--- src/rtl/ksa_pkg.sv ---
// Shared types and constants for the byte-serial Kogge-Stone add/subtract sequencer.
package ksa_pkg;

   localparam int BYTE_W = 8;

   typedef enum logic [1:0] {
      IDLE,
      RUN,
      DONE
   } state_t;

endpackage

--- src/rtl/ksa8_cin.sv ---
// 8-bit Kogge-Stone adder slice with carry-in; also exposes the carry into the top bit
// so the sequencer can derive signed overflow.
module ksa8_cin
   import ksa_pkg::*;
(
   input  logic [BYTE_W-1:0] a,
   input  logic [BYTE_W-1:0] b,
   input  logic              cin,
   output logic [BYTE_W-1:0] sum,
   output logic              cout,
   output logic              c_msb
);

   logic [BYTE_W-1:0] p_bit;
   logic [BYTE_W-1:0] g;
   logic [BYTE_W-1:0] p;
   logic [BYTE_W-1:0] g_nxt;
   logic [BYTE_W-1:0] p_nxt;

   // Square cells, then log2(8) prefix levels. Once a group already reaches bit 0
   // (which includes cin), only its generate matters, so those nodes are triangles.
   always_comb begin
      p_bit = a ^ b;
      g     = a & b;
      p     = p_bit;
      g[0]  = g[0] | (p[0] & cin);
      g_nxt = g;
      p_nxt = p;
      for (int d = 1; d < BYTE_W; d = d * 2) begin
         g_nxt = g;
         p_nxt = p;
         for (int i = d; i < BYTE_W; i++) begin
            g_nxt[i] = g[i] | (p[i] & g[i-d]);
            if (i >= 2 * d) begin
               p_nxt[i] = p[i] & p[i-d];
            end
         end
         g = g_nxt;
         p = p_nxt;
      end
   end

   assign sum   = p_bit ^ {g[BYTE_W-2:0], cin};
   assign cout  = g[BYTE_W-1];
   assign c_msb = g[BYTE_W-2];

endmodule

--- src/rtl/ksa_serial_add32.sv ---
// Byte-serial wide add/subtract: one shared 8-bit Kogge-Stone slice processes the operands
// LSB byte first, chaining the carry through a register, and returns sum plus flags.
module ksa_serial_add32
   import ksa_pkg::*;
#(
   parameter int BYTES = 4
) (
   input  logic                  clk,
   input  logic                  rst_n,
   input  logic                  in_valid,
   output logic                  in_ready,
   input  logic [8*BYTES-1:0]    in_a,
   input  logic [8*BYTES-1:0]    in_b,
   input  logic                  in_sub,
   output logic                  out_valid,
   input  logic                  out_ready,
   output logic [8*BYTES-1:0]    out_sum,
   output logic                  out_cout,
   output logic                  out_ovf,
   output logic                  out_zero
);

   localparam int N     = BYTE_W * BYTES;
   localparam int IDX_W = $clog2(BYTES);
   localparam logic [IDX_W-1:0] LAST_IDX = IDX_W'(BYTES - 1);

   state_t            state;
   state_t            state_next;
   logic [N-1:0]      a_reg;
   logic [N-1:0]      b_reg;
   logic              carry;
   logic [IDX_W-1:0]  idx;
   logic              accept;
   logic              last_byte;
   logic [N-1:0]      sum_next;
   logic [BYTE_W-1:0] slice_sum;
   logic              slice_cout;
   logic              slice_msb;

   ksa8_cin u_slice (
      .a     (a_reg[BYTE_W*idx +: BYTE_W]),
      .b     (b_reg[BYTE_W*idx +: BYTE_W]),
      .cin   (carry),
      .sum   (slice_sum),
      .cout  (slice_cout),
      .c_msb (slice_msb)
   );

   always_comb begin
      state_next = state;
      in_ready   = 1'b0;
      case (state)
         IDLE: begin
            in_ready = 1'b1;
            if (in_valid) begin
               state_next = RUN;
            end
         end
         RUN: begin
            if (idx == LAST_IDX) begin
               state_next = DONE;
            end
         end
         DONE: begin
            if (out_ready) begin
               in_ready   = 1'b1;
               state_next = in_valid ? RUN : IDLE;
            end
         end
         default: state_next = IDLE;
      endcase
   end

   assign accept    = in_valid & in_ready;
   assign last_byte = (state == RUN) && (idx == LAST_IDX);
   assign out_valid = (state == DONE);

   // The zero flag must see the final byte, which is only landing in out_sum this cycle.
   always_comb begin
      sum_next = out_sum;
      sum_next[BYTE_W*idx +: BYTE_W] = slice_sum;
   end

   always_ff @(posedge clk or negedge rst_n) begin
      if (!rst_n) begin
         state <= IDLE;
      end else begin
         state <= state_next;
      end
   end

   always_ff @(posedge clk or negedge rst_n) begin
      if (!rst_n) begin
         a_reg    <= '0;
         b_reg    <= '0;
         carry    <= 1'b0;
         idx      <= '0;
         out_sum  <= '0;
         out_cout <= 1'b0;
         out_ovf  <= 1'b0;
         out_zero <= 1'b0;
      end else if (accept) begin
         a_reg <= in_a;
         b_reg <= in_sub ? ~in_b : in_b;
         carry <= in_sub;
         idx   <= '0;
      end else if (state == RUN) begin
         out_sum <= sum_next;
         carry   <= slice_cout;
         if (last_byte) begin
            out_cout <= slice_cout;
            out_ovf  <= slice_msb ^ slice_cout;
            out_zero <= (sum_next == '0);
         end else begin
            idx <= idx + 1'b1;
         end
      end
   end

endmodule

--- config.mk ---
export PLATFORM = sky130hd
export DESIGN_NAME = ksa_serial_add32
export DESIGN_NICKNAME = d
export VERILOG_FILES = /design/src/rtl/ksa_pkg.sv /design/src/rtl/ksa8_cin.sv /design/src/rtl/ksa_serial_add32.sv
export SDC_FILE = /design/constraint.sdc
export NUM_CORES = 1
export LEC_CHECK = 0
export ABC_AREA = 1
export CORE_ASPECT_RATIO = 1.2
export CORE_MARGIN = 2
export CORE_UTILIZATION = 67
export CTS_CLUSTER_SIZE = 28
export DETAILED_ROUTE_END_ITERATION = 8
export DONT_BUFFER_PORTS = 1
export HOLD_SLACK_MARGIN = 0.05
export PLACE_DENSITY = 0.81
export SYNTH_ARGS = -nofsm -noshare
export SYNTH_HDL_FRONTEND = slang
export SYNTH_SLANG_ARGS = --single-unit
--- constraint.sdc ---
create_clock -name clk -period 6 [get_ports clk]
set_input_delay 1.5 -clock clk [delete_from_list [all_inputs] [get_ports clk]]
set_output_delay 1.5 -clock clk [all_outputs]
set_load 0.02 [all_outputs]
# After elaboration in Yosys (flattened, before gate mapping)
# Cells that the tools add are included.
dict set report word_totals {
  regBits 104
  latchBits 0
  mem_bits_rw 0
  rom_bits 0
  mem_count 0
}
dict set report classes {
  n_addsub 2
  multipliers 0
  n_div 0
  n_lt_le_gt_ge 0
  eq_ne 7
  shifts 4
  mux 14
  n_bitwise 53
  n_reduce_logical 8
}
# op count
set ops {}
lappend ops {{$shiftx 32x6->8} 2}
lappend ops {{$neg 5->34} 1}
lappend ops {{$shift 8x34->32 const A} 1}
lappend ops {{$shiftx 8x34->32} 1}
lappend ops {{$bwmux 32} 1}
lappend ops {{$logic_not 32->1} 1}
lappend ops {{$mux 32} 1}
lappend ops {{$not 32->32} 1}
lappend ops {{$and 1x1->1} 29}
lappend ops {{$or 1x1->1} 18}
lappend ops {{$xor 8x8->8} 2}
lappend ops {{$mux 2} 6}
lappend ops {{$and 8x8->8} 1}
lappend ops {{$pmux 2 s3} 1}
lappend ops {{$reduce_and 3->1} 2}
lappend ops {{$eq 2x2->1 const B} 2}
lappend ops {{$mux 1} 4}
lappend ops {{$ne 2x1->1 const B} 2}
lappend ops {{$ne 2x2->1 const B} 2}
lappend ops {{$reduce_and 2->1} 2}
lappend ops {{$add 2x1->2 const B} 1}
lappend ops {{$eq 2x1->1 const B} 1}
lappend ops {{$logic_not 2->1} 1}
lappend ops {{$pmux 1 s2} 1}
lappend ops {{other kinds (4)} 4}

# Longest topological paths before layout
dict set report logic_depth {
  word_depth 12
  ltp_mapped 22
  depth_no_buf 20
}

# Modules after synthesis
# From an unflattened synthesis, not the netlist that was laid out.
dict set report hier_totals {
  cells_unflattened 781
  hier_area_um2 5779.3
}
# module instances cells_each area_per_inst_um2
set modules_own_cells {}
lappend modules_own_cells {ksa_serial_add32 1 714 5372.7}
lappend modules_own_cells {ksa8_cin 1 67 406.6}

# Worst setup path before layout
# Ideal clock, no wire load.
dict set report synth_path {
  path_kind {input to output}
  startpoint {in out_ready}
  endpoint {out in_ready}
  t_arrival_ns 1.907
  path_slack_ns 2.593
  path_stages 2
  path_buffers 0
  cell_sequence {inv_1 > a21oi_1}
}
dict set report synth_between {
  elab_chain_len 2
}
# element line_no
set synth_lines {}
lappend synth_lines {{start: declaration} ksa_serial_add32.sv:16} ;# input logic out_ready,
lappend synth_lines {{$mux 1} ksa_serial_add32.sv:65} ;# if (out_ready) begin
lappend synth_lines {{$pmux 1 s2} ksa_serial_add32.sv:52} ;# case (state)
lappend synth_lines {{end: declaration} ksa_serial_add32.sv:11} ;# output logic in_ready,
# No other way between the ends.

# Final worst setup path
dict set report layout_path {
  startpoint {reg idx[1]}
  endpoint {reg out_zero}
}
dict set report layout_between {
  elab_chain_len 12
  elab_cells_between_ends 51
  cone_classes {1 x add/sub; 1 x eq/ne; 4 x shift; 1 x mux; 41 x bitwise; 3 x reduce/logical}
}
# element line_no
set layout_lines {}
lappend layout_lines {{start: declaration} ksa_serial_add32.sv:32} ;# logic [IDX_W-1:0] idx;
lappend layout_lines {{start signal: assignment} ksa_serial_add32.sv:115} ;# idx <= idx + 1'b1;
lappend layout_lines {{$shiftx 32x6->8 (on tied branches)} {ksa_serial_add32.sv:41, ksa_serial_add32.sv:42}}
lappend layout_lines {{$xor 8x8->8} ksa8_cin.sv:23} ;# p_bit = a ^ b;
lappend layout_lines {{$and 1x1->1} ksa8_cin.sv:26} ;# g[0] = g[0] | (p[0] & cin);
lappend layout_lines {{$or 1x1->1} ksa8_cin.sv:26}
lappend layout_lines {{$and 1x1->1} ksa8_cin.sv:33} ;# g_nxt[i] = g[i] | (p[i] & g[i-d]);
lappend layout_lines {{$or 1x1->1} ksa8_cin.sv:33}
lappend layout_lines {{$and 1x1->1} ksa8_cin.sv:33}
lappend layout_lines {{$or 1x1->1} ksa8_cin.sv:33}
lappend layout_lines {{$xor 8x8->8} ksa8_cin.sv:43} ;# assign sum = p_bit ^ {g[BYTE_W-2:0], cin};
lappend layout_lines {{$shiftx 8x34->32} ksa_serial_add32.sv:81} ;# sum_next[BYTE_W*idx +: BYTE_W] = slice_sum;
lappend layout_lines {{$bwmux 32} ksa_serial_add32.sv:81}
lappend layout_lines {{$logic_not 32->1} ksa_serial_add32.sv:113} ;# out_zero <= (sum_next == '0);
lappend layout_lines {{end signal: assignment} ksa_serial_add32.sv:113}
lappend layout_lines {{end: declaration} ksa_serial_add32.sv:20} ;# output logic out_zero
# Parallel ways exist; a longest one is shown, timed or not.
# A chain may end at the register's enable or synchronous reset.

==> key figures <==
Run status
  • Status: completed

Clock tree
  • Number of buffers created by CTS: 9
  • H-tree depth: 3
  • Root buf cell: clkbuf_8
  • Post-CTS setup buffer count: 0
  • Post-cts sizing count: 0
  • Reg clk slew, reported paths: 0.10 ns
  • Worst-Skew Late Latency: 0.38 ns
  • CTS tree: built
  • Clock sinks: 104
  • Hold buffers post-CTS: 0
  • CTS max path bufs: 2

Setup path
  • R2R Setup Slk: 2.44 ns
  • Worst EP required: 6.32 ns
  • Worst Path Buf+Inv: 3
  • Crit path DAT: 3.88 ns
  • CP peak stage delay: 0.59 ns
  • Crit-path cells: inv_1 -> o21ai_0 -> o22ai_1 -> fa_1 -> inv_1 -> fa_1 -> inv_1 -> nand3_1 -> nand3_1 -> nand2_1 -> nand2_1 -> o21ai_0 -> nor2_1 -> nand2_1 -> nor2_1 -> nand2_1 -> nor2_1 -> nand3_1 -> nand2_1
  • Crit-path most repeated cell: nand2_1
  • Critical path endpoint category: flip-flop
  • Startpoint types: flip-flop
  • Worst Reg-to-Reg Cells: 19
  • Capturing point of the worst reg2reg path: out_zero
  • Critical-path maximum fanout: 22
  • Delay-heaviest family, CP: simple AND/OR/NAND/NOR gates
  • Critical path class: reg -> reg
  • Worst r2r src: idx[1]
  • Slowest CP cell: dfrtp_1

Global route
  • Initial antenna violation count: 0
  • Number of global-route vias before repair: 4,737
  • Grt total ovfl: 0
  • First-pass GRT wire length: 22,400 um
  • Largest net degree at the start of global routing: 105
  • Gr usage total: 31.0%

Synthesis
  • Post-synth EDFFs: 0
  • Synthesized flop and latch total: 104
  • Post-synthesis mux area share: 0%
  • Synth Area in Adders: 3.58%
  • Synth Area in Compound Gates: 12.8%
  • Post-Synth Simple-Gate Area: 26.1%
  • Largest family of logic cells by synthesized area: simple AND/OR/NAND/NOR gates
  • Cell Area, Synth: 0.00566 mm^2
  • Synth Instances: 741
  • FFs w/ async S/R, synth: 100%
  • Synth warn: 0
  • Synth cell types: 29
  • Synthesized area per cell: 7.63 um^2
  • Synth Flop Type: dfrtp_1
  • Net Count, Synth: 825
  • XOR/XNOR Fraction of Synth Area: 5.11%
  • Sequential area share after synthesis: 46.0%

STA
  • Fin crit share: 59.4%
  • Final setup TNS: 0 ns
  • Endpoints failing hold: 0
  • Maximum clock frequency: 281 MHz
  • Fin. max-slew vios: 0
  • Setup ws final: 2.44 ns
  • Final setup fails: 0
  • Max_slew headroom: 30.9%
  • Worst hold slack: 0.489 ns
  • Clock Skews: 0.00910 ns
  • Tmin final: 3.56 ns
  • RSZ-0062 raised after global routing: false
  • Worst-margin pin slew: 1.04 ns

Worst hold path
  • Hold Path End: a_reg[16]
  • Worst hold path type: reg -> reg
  • Min-Delay Path Depth: 2
  • Hold path start: a_reg[16]

Placed design
  • Gpl congestion: 0.985
  • Post-DP Area: 0.00567 mm^2
  • Post-detail-place hpwl: 9590 um
  • IO Port Bufs: 0
  • Cells after DPL: 821
  • Pre-CTS WS: 2.53 ns

Detailed routing
  • Vias/cell: 5.82
  • Residual DRC: 0
  • Drt first pass iters: 6
  • Antenna Nets Post-Route: 0
  • Wirelength per Cell: 16.1 um
  • Final WL: 13,400 um
  • Drt initial violations: 387
  • Vias: 4,871

Final layout
  • FILL cells: 606
  • Antenna diodes: 0
  • Non-filler cells, final: 837
  • Area Growth Syn to Fin: 4.65%
  • Leading cell type in the layout, fill and taps excluded: nand2_1
  • Fraction of final layout cells with drive strength greater than 1: 4.98%
  • Layout Nets: 802
  • Fin util: 72.6%
  • Commonest non-fill, non-tap cells in the layout: nand2_1, dfrtp_1, o21ai_0, nor2_1, inv_1
  • Final Cell Area: 0.00592 mm^2

Die
  • Chip width: 87.9 um
  • Die Y: 105 um
  • Top Ports: 106
  • Area of the core: 0.00815 mm^2
  • Row count: 36
  • Die Area: 0.00920 mm^2
  • Initial Util: 69.4%

Power
  • Power density over the cells: 692 mW/mm^2
  • VDD IR max: 0.348 mV
  • Leakage: 2.89 nW
  • Total Power: 4.10 mW

Job
  • Maxcap violations: 0
[worst max path at each step]
stage              start        to  cells after the start
4_1_cts           idx[1]  out_zero                     19
2_1_floorplan  out_ready  in_ready                      2
6_report          idx[1]  out_zero                     19
5_1_grt           idx[1]  out_zero                     18
3_5_place_dp   out_ready  in_ready                      2
3_3_place_gp   out_ready  in_ready                      2
[synth_stat cells (all sizes together) (9+ instances only)]
master | count | area [um^2]
a31oi | 9 | 56.3
nand3 | 23 | 130
nand4 | 14 | 87.6
buf | 16 | 80.1
o22ai | 16 | 100
ha | 13 | 163
inv | 55 | 206
dfrtp | 104 | 2600
o21ai | 90 | 450
clkbuf | 21 | 78.8
nand2 | 254 | 973
a21oi | 10 | 53.8
nor2 | 71 | 269
xnor2 | 33 | 289
[layout make-up]
| class | count | area (um^2) | area share, % |
|---|---|---|---|
| Multi-Input combinational cell | 545 | 2690 | 45.5 |
| Timing Repair Buffer | 3 | 22.5 | 0.380 |
| Sequential cell | 104 | 2600 | 44.0 |
| Inverter | 55 | 206 | 3.49 |
| Clock buffer | 11 | 151 | 2.56 |
| Clock inverter | 5 | 103 | 1.73 |
| Tap cell | 114 | 143 | 2.41 |
[worst register-to-register path, cell delays in order, from the launching register on]
cell and delay [ns]:
dfrtp_1 0.59, inv_1 0.57, o21ai_0 0.19, o22ai_1 0.24, fa_1 0.27, inv_1 0.06
fa_1 0.39, inv_1 0.10, nand3_1 0.07, nand3_1 0.09, nand2_1 0.13, nand2_1 0.09
o21ai_0 0.11, nor2_1 0.11, nand2_1 0.06, nor2_1 0.08, nand2_1 0.06, nor2_1 0.14
nand3_1 0.10, nand2_1 0.06
[power breakdown]
part | total, mW | switching [mW] | internal (mW)
logic | 2.23 | 1.51 | 0.718
registers | 1.33 | 0.326 | 1.01
clock network | 0.537 | 0.238 | 0.299
[metal layers]
metal	global-route usage, %	part of all wire [%]	up-vias
met5	0	0	-
met4	19.5	5.3	0
met3	4.11	6.0	54
met2	48.3	49	244
met1	40.2	40	2239
li1	-	-	2334
[kinds of logic (layout without fill, tap and decap cells)]
group,after synthesis,count (layout)
AND/OR/NAND/NOR,364,364
buffers and inverters,92,74
XOR/XNOR,33,33
flip-flops,104,104
AO/OA/AOI/OAI,133,133
adder cells (fa/ha/maj),15,15
Note: power is estimated with default switching activity, not from simulation.
